`config.mk`:
```
export PLATFORM = sky130hd
export DESIGN_NAME = rns_forward_converter
export DESIGN_NICKNAME = d
export VERILOG_FILES = /design/src/rtl/rns_forward_converter.sv
export SDC_FILE = /design/constraint.sdc
export NUM_CORES = 1
export LEC_CHECK = 0
export ABC_AREA = 1
export CAP_MARGIN = 20
export CELL_PAD_IN_SITES_DETAIL_PLACEMENT = 1
export CELL_PAD_IN_SITES_GLOBAL_PLACEMENT = 1
export CORE_MARGIN = 2
export CORE_UTILIZATION = 38
export CTS_CLUSTER_SIZE = 16
export DETAILED_ROUTE_END_ITERATION = 12
export PLACE_DENSITY_LB_ADDON = 0.1
export RECOVER_POWER = 25
export SETUP_SLACK_MARGIN = 0.15
export SYNTH_ARGS = -nofsm -noshare
export SYNTH_HDL_FRONTEND = slang
export SYNTH_SLANG_ARGS = --single-unit
export TNS_END_PERCENT = 10
```
`constraint.sdc`:
```
create_clock -name clk -period 3.8 [get_ports clk]
set_input_delay 0.57 -clock clk [delete_from_list [all_inputs] [get_ports clk]]
set_output_delay 0.57 -clock clk [all_outputs]
set_load 0.01 [all_outputs]
```
`src/rtl/rns_forward_converter.sv`:
```
// Iterative binary-to-RNS forward converter for the moduli {2^n-1, 2^n+1, 2^2n+1, 2^(2n+p)}.
// Consumes one n-bit chunk of X per cycle and keeps all three accumulators fully reduced.
module rns_forward_converter #(
  parameter int unsigned n = 20,
  parameter int unsigned p = 7
) (
  input  logic               clk,
  input  logic               rst_n,
  input  logic               in_valid,
  output logic               in_ready,
  input  logic [6*n+p-1:0]   X_in,
  output logic               out_valid,
  input  logic               out_ready,
  output logic [n-1:0]       R1,
  output logic [n:0]         R2,
  output logic [2*n:0]       R3,
  output logic [2*n+p-1:0]   R4
);

  localparam int unsigned XW = 6*n + p;
  localparam int unsigned K  = (XW + n - 1) / n;
  localparam int unsigned KN = K * n;
  localparam int unsigned IW = $clog2(K);
  localparam int unsigned W2 = n + 3;
  localparam int unsigned W3 = 2*n + 3;

  localparam logic [W2-1:0] M2 = (W2'(1) << n) + W2'(1);
  localparam logic [W3-1:0] M3 = (W3'(1) << (2*n)) + W3'(1);

  typedef enum logic [1:0] {IDLE, ACC, DONE} state_t;

  state_t            state_q, state_d;
  logic [KN-1:0]     sr_q, sr_d;
  logic [IW-1:0]     idx_q, idx_d;
  logic [n-1:0]      acc1_q, acc1_d;
  logic [n:0]        acc2_q, acc2_d;
  logic [2*n:0]      acc3_q, acc3_d;
  logic              in_ready_d, out_valid_d;
  logic [n-1:0]      r1_d;
  logic [n:0]        r2_d;
  logic [2*n:0]      r3_d;
  logic [2*n+p-1:0]  r4_d;

  logic [n-1:0]      chunk;
  logic [n:0]        s1;
  logic [n-1:0]      e1, a1_nxt;
  logic [W2-1:0]     s2p, s2m, a2;
  logic [n:0]        a2_nxt;
  logic [W3-1:0]     t3, s3p, s3m, a3;
  logic [2*n:0]      a3_nxt;

  // Per-chunk modular updates; chunk weights alternate sign mod m2 and follow a period-4 pattern mod m3
  always_comb begin
    chunk  = sr_q[n-1:0];
    s1     = {1'b0, acc1_q} + {1'b0, chunk};
    e1     = s1[n-1:0] + n'(s1[n]);
    a1_nxt = (e1 == {n{1'b1}}) ? '0 : e1;

    s2p = W2'(acc2_q) + W2'(chunk);
    s2m = W2'(acc2_q) - W2'(chunk);
    if (!idx_q[0]) a2 = (s2p >= M2) ? s2p - M2 : s2p;
    else           a2 = s2m[W2-1] ? s2m + M2 : s2m;
    a2_nxt = (n+1)'(a2);

    t3  = idx_q[0] ? (W3'(chunk) << n) : W3'(chunk);
    s3p = W3'(acc3_q) + t3;
    s3m = W3'(acc3_q) - t3;
    if (!idx_q[1]) a3 = (s3p >= M3) ? s3p - M3 : s3p;
    else           a3 = s3m[W3-1] ? s3m + M3 : s3m;
    a3_nxt = (2*n+1)'(a3);
  end

  // Next-state and register-input logic
  always_comb begin
    state_d     = state_q;
    sr_d        = sr_q;
    idx_d       = idx_q;
    acc1_d      = acc1_q;
    acc2_d      = acc2_q;
    acc3_d      = acc3_q;
    out_valid_d = out_valid;
    r1_d        = R1;
    r2_d        = R2;
    r3_d        = R3;
    r4_d        = R4;
    case (state_q)
      IDLE: begin
        if (in_valid && in_ready) begin
          sr_d    = KN'(X_in);
          r4_d    = X_in[2*n+p-1:0];
          acc1_d  = '0;
          acc2_d  = '0;
          acc3_d  = '0;
          idx_d   = '0;
          state_d = ACC;
        end
      end
      ACC: begin
        acc1_d = a1_nxt;
        acc2_d = a2_nxt;
        acc3_d = a3_nxt;
        sr_d   = sr_q >> n;
        idx_d  = idx_q + IW'(1);
        if (idx_q == IW'(K-1)) begin
          r1_d    = a1_nxt;
          r2_d    = a2_nxt;
          r3_d    = a3_nxt;
          idx_d   = '0;
          state_d = DONE;
        end
      end
      DONE: begin
        // out_valid trails entry into DONE by one cycle
        if (out_valid && out_ready) begin
          out_valid_d = 1'b0;
          state_d     = IDLE;
        end else begin
          out_valid_d = 1'b1;
        end
      end
      default: state_d = IDLE;
    endcase
    in_ready_d = (state_d == IDLE);
  end

  always_ff @(posedge clk or negedge rst_n) begin
    if (!rst_n) begin
      state_q   <= IDLE;
      sr_q      <= '0;
      idx_q     <= '0;
      acc1_q    <= '0;
      acc2_q    <= '0;
      acc3_q    <= '0;
      in_ready  <= 1'b1;
      out_valid <= 1'b0;
      R1        <= '0;
      R2        <= '0;
      R3        <= '0;
      R4        <= '0;
    end else begin
      state_q   <= state_d;
      sr_q      <= sr_d;
      idx_q     <= idx_d;
      acc1_q    <= acc1_d;
      acc2_q    <= acc2_d;
      acc3_q    <= acc3_d;
      in_ready  <= in_ready_d;
      out_valid <= out_valid_d;
      R1        <= r1_d;
      R2        <= r2_d;
      R3        <= r3_d;
      R4        <= r4_d;
    end
  end

endmodule
```
**After elaboration in Yosys (flattened, before gate mapping)**

Index checks and enable logic that the tools add are counted.

- Logic and storage cells: 62
- Bits in registers: 358

- Add/subtract/negate cells: 11
- Reductions and logical operators: 8
- Mux-type cells: 24
- Equality and inequality tests: 5
- $lt $le $gt $ge: 2

Operator list:

| kind | number |
|---|---|
| 140-bit case mux with 2 select lines | 1 |
| 41-bit two-way mux | 4 |
| 140-bit two-way mux | 1 |
| 21-bit two-way mux | 4 |
| 41-bit case mux with 2 select lines | 1 |
| 41-bit by 40-bit adder with 42-bit output | 1 |
| 42-bit by 41-bit greater-or-equal comparator with 1-bit output (second input constant) | 1 |
| 21-bit case mux with 2 select lines | 1 |
| 41-bit by 40-bit subtractor with 42-bit output | 1 |
| 41-bit adder (second input constant) | 1 |
| 41-bit subtractor (second input constant) | 1 |
| 20-bit two-way mux | 2 |
| 40-bit two-way mux | 1 |
| 20-bit case mux with 2 select lines | 1 |
| 21-bit by 20-bit adder with 22-bit output | 1 |
| 22-bit by 21-bit greater-or-equal comparator with 1-bit output (second input constant) | 1 |
| 21-bit by 20-bit subtractor with 22-bit output | 1 |
| 20-bit by 20-bit adder with 21-bit output | 1 |
| 21-bit adder (second input constant) | 1 |
| 21-bit subtractor (second input constant) | 1 |
| 20-bit by 1-bit adder with 20-bit output | 1 |
| 20-bit equality test (second input constant) | 1 |
| 2-bit two-way mux | 3 |
| 3-bit two-way mux | 2 |
| 12 further kinds | 16 |

**Depth between registers and ports, before layout**

- Word-level depth: 6
- Gate-level depth with buffers: 33

**Worst setup path after synthesis**

No wires, ideal clock.

- Kind: register -> register
- Start point: reg idx_q[0]
- End point: reg R3[8]
- Clock period less this slack: 3.827 ns
- Arrival: 3.711 ns
- Cell stages (with the launch flop): 28
- Required time: 3.683 ns
- Path buffers: 5
- Library setup time: 0.117 ns
- Slack: -0.027 ns
- Cells stage by stage: dfrtp_1 -> clkbuf_1 -> clkbuf_1 -> buf_1 -> nor2_1 -> ha_1 -> inv_1 -> fa_1 -> ha_1 -> inv_1 -> nor2_2 -> nand3_2 -> nor2_4 -> nand3_2 -> nor2_1 -> nand2_1 -> nor2_1 -> nand3_2 -> nand2_4 -> nand3_4 -> buf_12 -> buf_12 -> nand2_2 -> nand2_1 -> nand2_1 -> nand2_1 -> nand2_1 -> nand2_1

- Longest elaborated chain between the ends: 5
- Elaborated cells between the ends (all ways): 11

RTL lines:

| item | line | RTL |
|---|---|---|
| start, declared | 34 | `logic [IW-1:0] idx_q, idx_d;` |
| start signal, assigned | 143 | `idx_q <= idx_d;` |
| 40-bit two-way mux | 65 | `t3 = idx_q[0] ? (W3'(chunk) << n) : W3'(chunk);` |
| 41-bit by 40-bit adder with 42-bit output / 41-bit by 40-bit subtractor with 42-bit output (equally long branches) | 66, 67 |  |
| 41-bit subtractor, or another cell as far along | 68 | `if (!idx_q[1]) a3 = (s3p >= M3) ? s3p - M3 : s3p;` |
| 41-bit two-way mux (on tied branches) | 68, 69 |  |
| 41-bit two-way mux | 68 |  |
| end signal, assigned | 151 | `R3 <= r3_d;` |
| end, declared | 16 | `output logic [2*n:0] R3,` |

Several ways; a longest one is shown, not always the timed one.
A chain may end at the register's enable or synchronous reset.

**Worst setup path in the final report**

- Start point: reg idx_q[0]
- End point: reg acc3_q[30]

- Longest elaborated chain between the ends: 6
- Elaborated cells between the ends (all ways): 10

RTL lines:

| item | line | RTL |
|---|---|---|
| 40-bit two-way mux * | 65 |  |
| 41-bit by 40-bit adder with 42-bit output / 41-bit by 40-bit subtractor with 42-bit output (equally long branches) | 66, 67 |  |
| 41-bit subtractor, or another cell as far along | 68 |  |
| 41-bit two-way mux (on tied branches) | 68, 69 |  |
| 41-bit two-way mux * | 68 |  |
| 41-bit case mux with 2 select lines * | 86 | `case (state_q)` |
| end signal, assigned | 133 | `acc3_q <= '0;` |
| end signal, assigned | 146 | `acc3_q <= acc3_d;` |
| end, declared | 37 | `logic [2*n:0] acc3_q, acc3_d;` |

Every way passes the cells marked *; elsewhere a longest branch is shown, timed or not.

==> key figures <==
Detailed routing
  • WL/cell: 22.35 um
  • DRC: 0
  • Drt initial violations: 2457
  • TritonRoute pass-1 iters: 5
  • Routed vias: 37820
  • Final wirelength: around 160000 um
  • Vias/cell: 5.394
  • Final ANT Viol Nets: 0

Global routing
  • First-pass GRT wire length: around 230000 um
  • GRT Util Overall: a little over a third
  • Vias in the first global route: ~39000
  • Initial antenna violation count: 3
  • Largest net degree at the start of global routing: about 170
  • Congestion Overflow GR: 0

Place
  • Area after DPL: between 30000 and 40000 um^2
  • Final HPWL DP: about 120000 um
  • Gpl congestion: between 0.9 and 1
  • Cells after DPL: 6813
  • IO buf count: 261

CTS
  • Skew-Pair Late Insertion Delay: roughly 0.63 ns
  • CTS Buf Count: 42
  • Root buffer cell: clkbuf_16
  • H-tree levels: 2
  • CTS Buffer Depth: 3
  • Clk sink count: between 300 and 400
  • TritonCTS clock tree: yes
  • Reg clk slew, reported paths: 0.06 ns

Logic synthesis
  • Xor and xnor area share after synthesis: between 3 and 4%
  • Post-Syn Instances: 4894
  • Avg Synthesized Cell Area: between 6 and 7 um^2
  • Post-Syn Nets: roughly 5200
  • Multiplexer share of the synthesized area: 0%
  • Dominant cells by area after synthesis: dfrtp_1 (28%), nand2_1 (23%), inv_1 (7.6%)
  • Main combinational cell family by area after synthesis: simple AND/OR/NAND/NOR gates
  • Synth Register Bits: about 350
  • Part of the Yosys area used for sequential elements: between 20 and 30%
  • Share of the synthesized area in the top cell type: between 20% and 30%
  • Main synth FF type: dfrtp_1
  • Synth Area in Compound Gates: roughly 7.7%
  • Unique masters post-synth: 55
  • Ys async rst share: 100.0%
  • Area leader, netlist: dfrtp_1
  • Synthesis Warnings: 0
  • Post-synth EDFFs: 0
  • Synth Area in Simple Gates: 42.58%
  • Post-Syn Area: 30470 um^2
  • Synth Area in Adders: approximately 6.7%

Setup path
  • CP max FO: 9
  • Req. time, crit path: ~4.3 ns
  • FF-to-FF path depth: 26
  • R2r endpoint: acc3_q[30]$_DFFE_PN0P_
  • R2R setup slack: -0.54 ns
  • CP max-delay cell: dfrtp_4
  • Crit path top cell by count: nand2_1
  • Critical Path AT: roughly 5 ns
  • CP Capture Point: acc3_q[30]$_DFFE_PN0P_
  • CP startpoint kind: flop
  • Crit path from: idx_q[0]$_DFFE_PN0P_
  • RR Startpoint: idx_q[0]$_DFFE_PN0P_
  • Crit path largest cell delay: a little under 0.6 ns
  • Crit path capture type: flop
  • Kind of critical path: flop to flop

Final layout
  • Final Util: between 50% and 60%
  • Area of the multi-input gates: between 20000 and 25000 um^2
  • Fillcell total: 10340
  • P&R area growth vs syn: 48.57%
  • Share of cells above drive strength 1: 29.78%
  • Register Area: about 8600 um^2
  • Fin nets: 6216
  • Final Non-Filler Cells: about 7000
  • Final Cell Area: roughly 45000 um^2

Floorplanning
  • IO Pins: 262
  • DIE AREA: around 82000 um^2
  • Core footprint: 79130 um^2
  • Die width: between 200 and 300 um
  • Initial Util: 38.51%
  • Cell Rows: 103
  • Die Y: about 290 um

Timing
  • Hold Violations, Final: 0
  • Final Worst Setup Slack: -0.5374 ns
  • Final slew viol count: 95
  • Final period util: 114.1%
  • Setup total negative slack: -47.78 ns
  • Final setup skew: approximately 0.050 ns
  • RSZ-0062 raised after global routing: yes
  • Worst slew margin: -78.78%
  • Final setup violation count: roughly 130
  • Min Tclk post-route: ~4.3 ns
  • Achievable frequency: 0.2306 GHz
  • Worst-Margin Slew: 2.682 ns

Hold path
  • Hold Path Class: flop to flop
  • Hold Path Stages: 2

Outcome
  • Status: finished with violations
  • Failing checks: capacitance limit, slew limit, setup timing

Run
  • Total of max-cap violations: 1
sequential cells by signal (all words and copies together) (netlist names):
register   cells
R2            21
acc1_q        20
out_valid      1
in_ready       1
R1            20
idx_q          3
R4            47
acc2_q        21
acc3_q        41
state_q        2
sr_q         127
R3            41
layer usage:
| layer | wire, um | global-route usage, % | part of all wire [%] | up-vias |
|---|---|---|---|---|
| met5 | 0 | 0 | 0 | - |
| met3 | 9936 | 5.675 | 6.3 | 370 |
| met4 | 7218 | 13.95 | 4.6 | 0 |
| met1 | 66460 | 46.88 | 42 | 18750 |
| li1 | - | - | - | 17490 |
| met2 | 73130 | 60.62 | 47 | 1213 |
kinds of logic after synthesis:
| group | count (synthesis) |
|---|---|
| flip-flops | 345 |
| AND/OR/NAND/NOR | 3022 |
| adder cells (fa/ha/maj) | 160 |
| AO/OA/AOI/OAI | 387 |
| buffers and inverters | 876 |
| XOR/XNOR | 104 |
worst min path at each step:
| stage | from | to |
|---|---|---|
| global placement | R2[11]$_DFFE_PN0P_ | R2[11]$_DFFE_PN0P_ |
| detailed placement | R1[3]$_DFFE_PN0P_ | R1[3]$_DFFE_PN0P_ |
| floorplan | rst_n | R1[0]$_DFFE_PN0P_ |
| finish | R1[3]$_DFFE_PN0P_ | R1[3]$_DFFE_PN0P_ |
| CTS | R1[3]$_DFFE_PN0P_ | R1[3]$_DFFE_PN0P_ |
| global route | R1[3]$_DFFE_PN0P_ | R1[3]$_DFFE_PN0P_ |
worst max-delay path: cells and delay by family (launching register included):
family,cells,cell delay [ns]
simple gates,19,2.62
fa+ha+maj,1,0.27
flops,1,0.58
buf+inv,6,0.74
cells in the final DEF (no fill, tap or decap), types with 11 or more instances in the layout:
cell / synthesis / final
nand2_1: 1829 / 1616
buf_4: 12 / 833
inv_1: 621 / 600
nand3_1: 429 / 347
dfrtp_1: 344 / 343
clkdlybuf4s50_1: 0 / 260
nand2_2: 60 / 245
nor2_1: 368 / 233
nand4_1: 123 / 123
a21oi_1: 143 / 112
nor2_2: 41 / 110
ha_1: 155 / 107
nor3_1: 107 / 91
inv_2: 68 / 89
o21ai_0: 105 / 86
nor2_4: 17 / 83
nand3_2: 11 / 78
xor2_1: 89 / 78
clkbuf_16: 0 / 47
ha_4: 0 / 41
a221oi_1: 40 / 40
a21oi_2: 7 / 32
nand2_4: 3 / 31
buf_12: 2 / 27
o211ai_1: 25 / 25
o21ai_1: 11 / 23
buf_6: 13 / 22
nand3_4: 5 / 21
a211oi_1: 20 / 20
nor3_2: 4 / 16
clkinv_1: 13 / 12
o21bai_1: 12 / 12
xnor2_1: 12 / 11
Yosys cell counts, types with 10 or more instances:
cell and instances:
ha_1 155, nand2_1 1829, a21oi_1 143, o21bai_1 12
nor2_4 17, buf_6 13, buf_1 10, o21ai_0 105
dfrtp_1 344, nand2_2 60, clkinv_1 13, nand3_1 429
nor2_1 368, xor2_1 89, nand4_1 123, a221oi_1 40
inv_1 621, o21ai_1 11, nand3_2 11, xnor2_1 12
buf_2 53, nor3_1 107, a211oi_1 20, buf_4 12
o211ai_1 25, inv_2 68, clkbuf_1 83, nor2_2 41
final cells by class:
cell class	count	area share [%]
Multi-Input combinational cell	3674	46.79
Clock inverter	20	0.7627
Tap cell	1050	2.902
Inverter	703	5.839
Timing Repair Buffer	1159	22.01
Antenna cell	5	0.02764
Clock buffer	56	2.592
Sequential cell	345	19.08
timing repair:
| action | CTS | global route |
|---|---|---|
| hold endpoints to repair | 7 | 0 |
| gates cloned | 6 | 5 |
| resized for setup | 429 | 345 |
| hold buffers | 1 | 0 |
| setup buffers | 58 | 48 |
| pin swaps | 93 | 178 |
| setup endpoints to repair | 160 | 164 |
metrics by stage:
step | setup slack (ns) | hold slack (ns)
detailed placement | -0.8230 | 0.4643
CTS | -0.2906 | 0.4806
finish | -0.5374 | 0.4759
global placement | -0.7686 | 0.4619
global route | -0.6486 | 0.4984
floorplan | 0.1700 | 0.2744
Power is not shown: default switching activity piles up to over one toggle a cycle in this logic, so the estimate is an artifact.
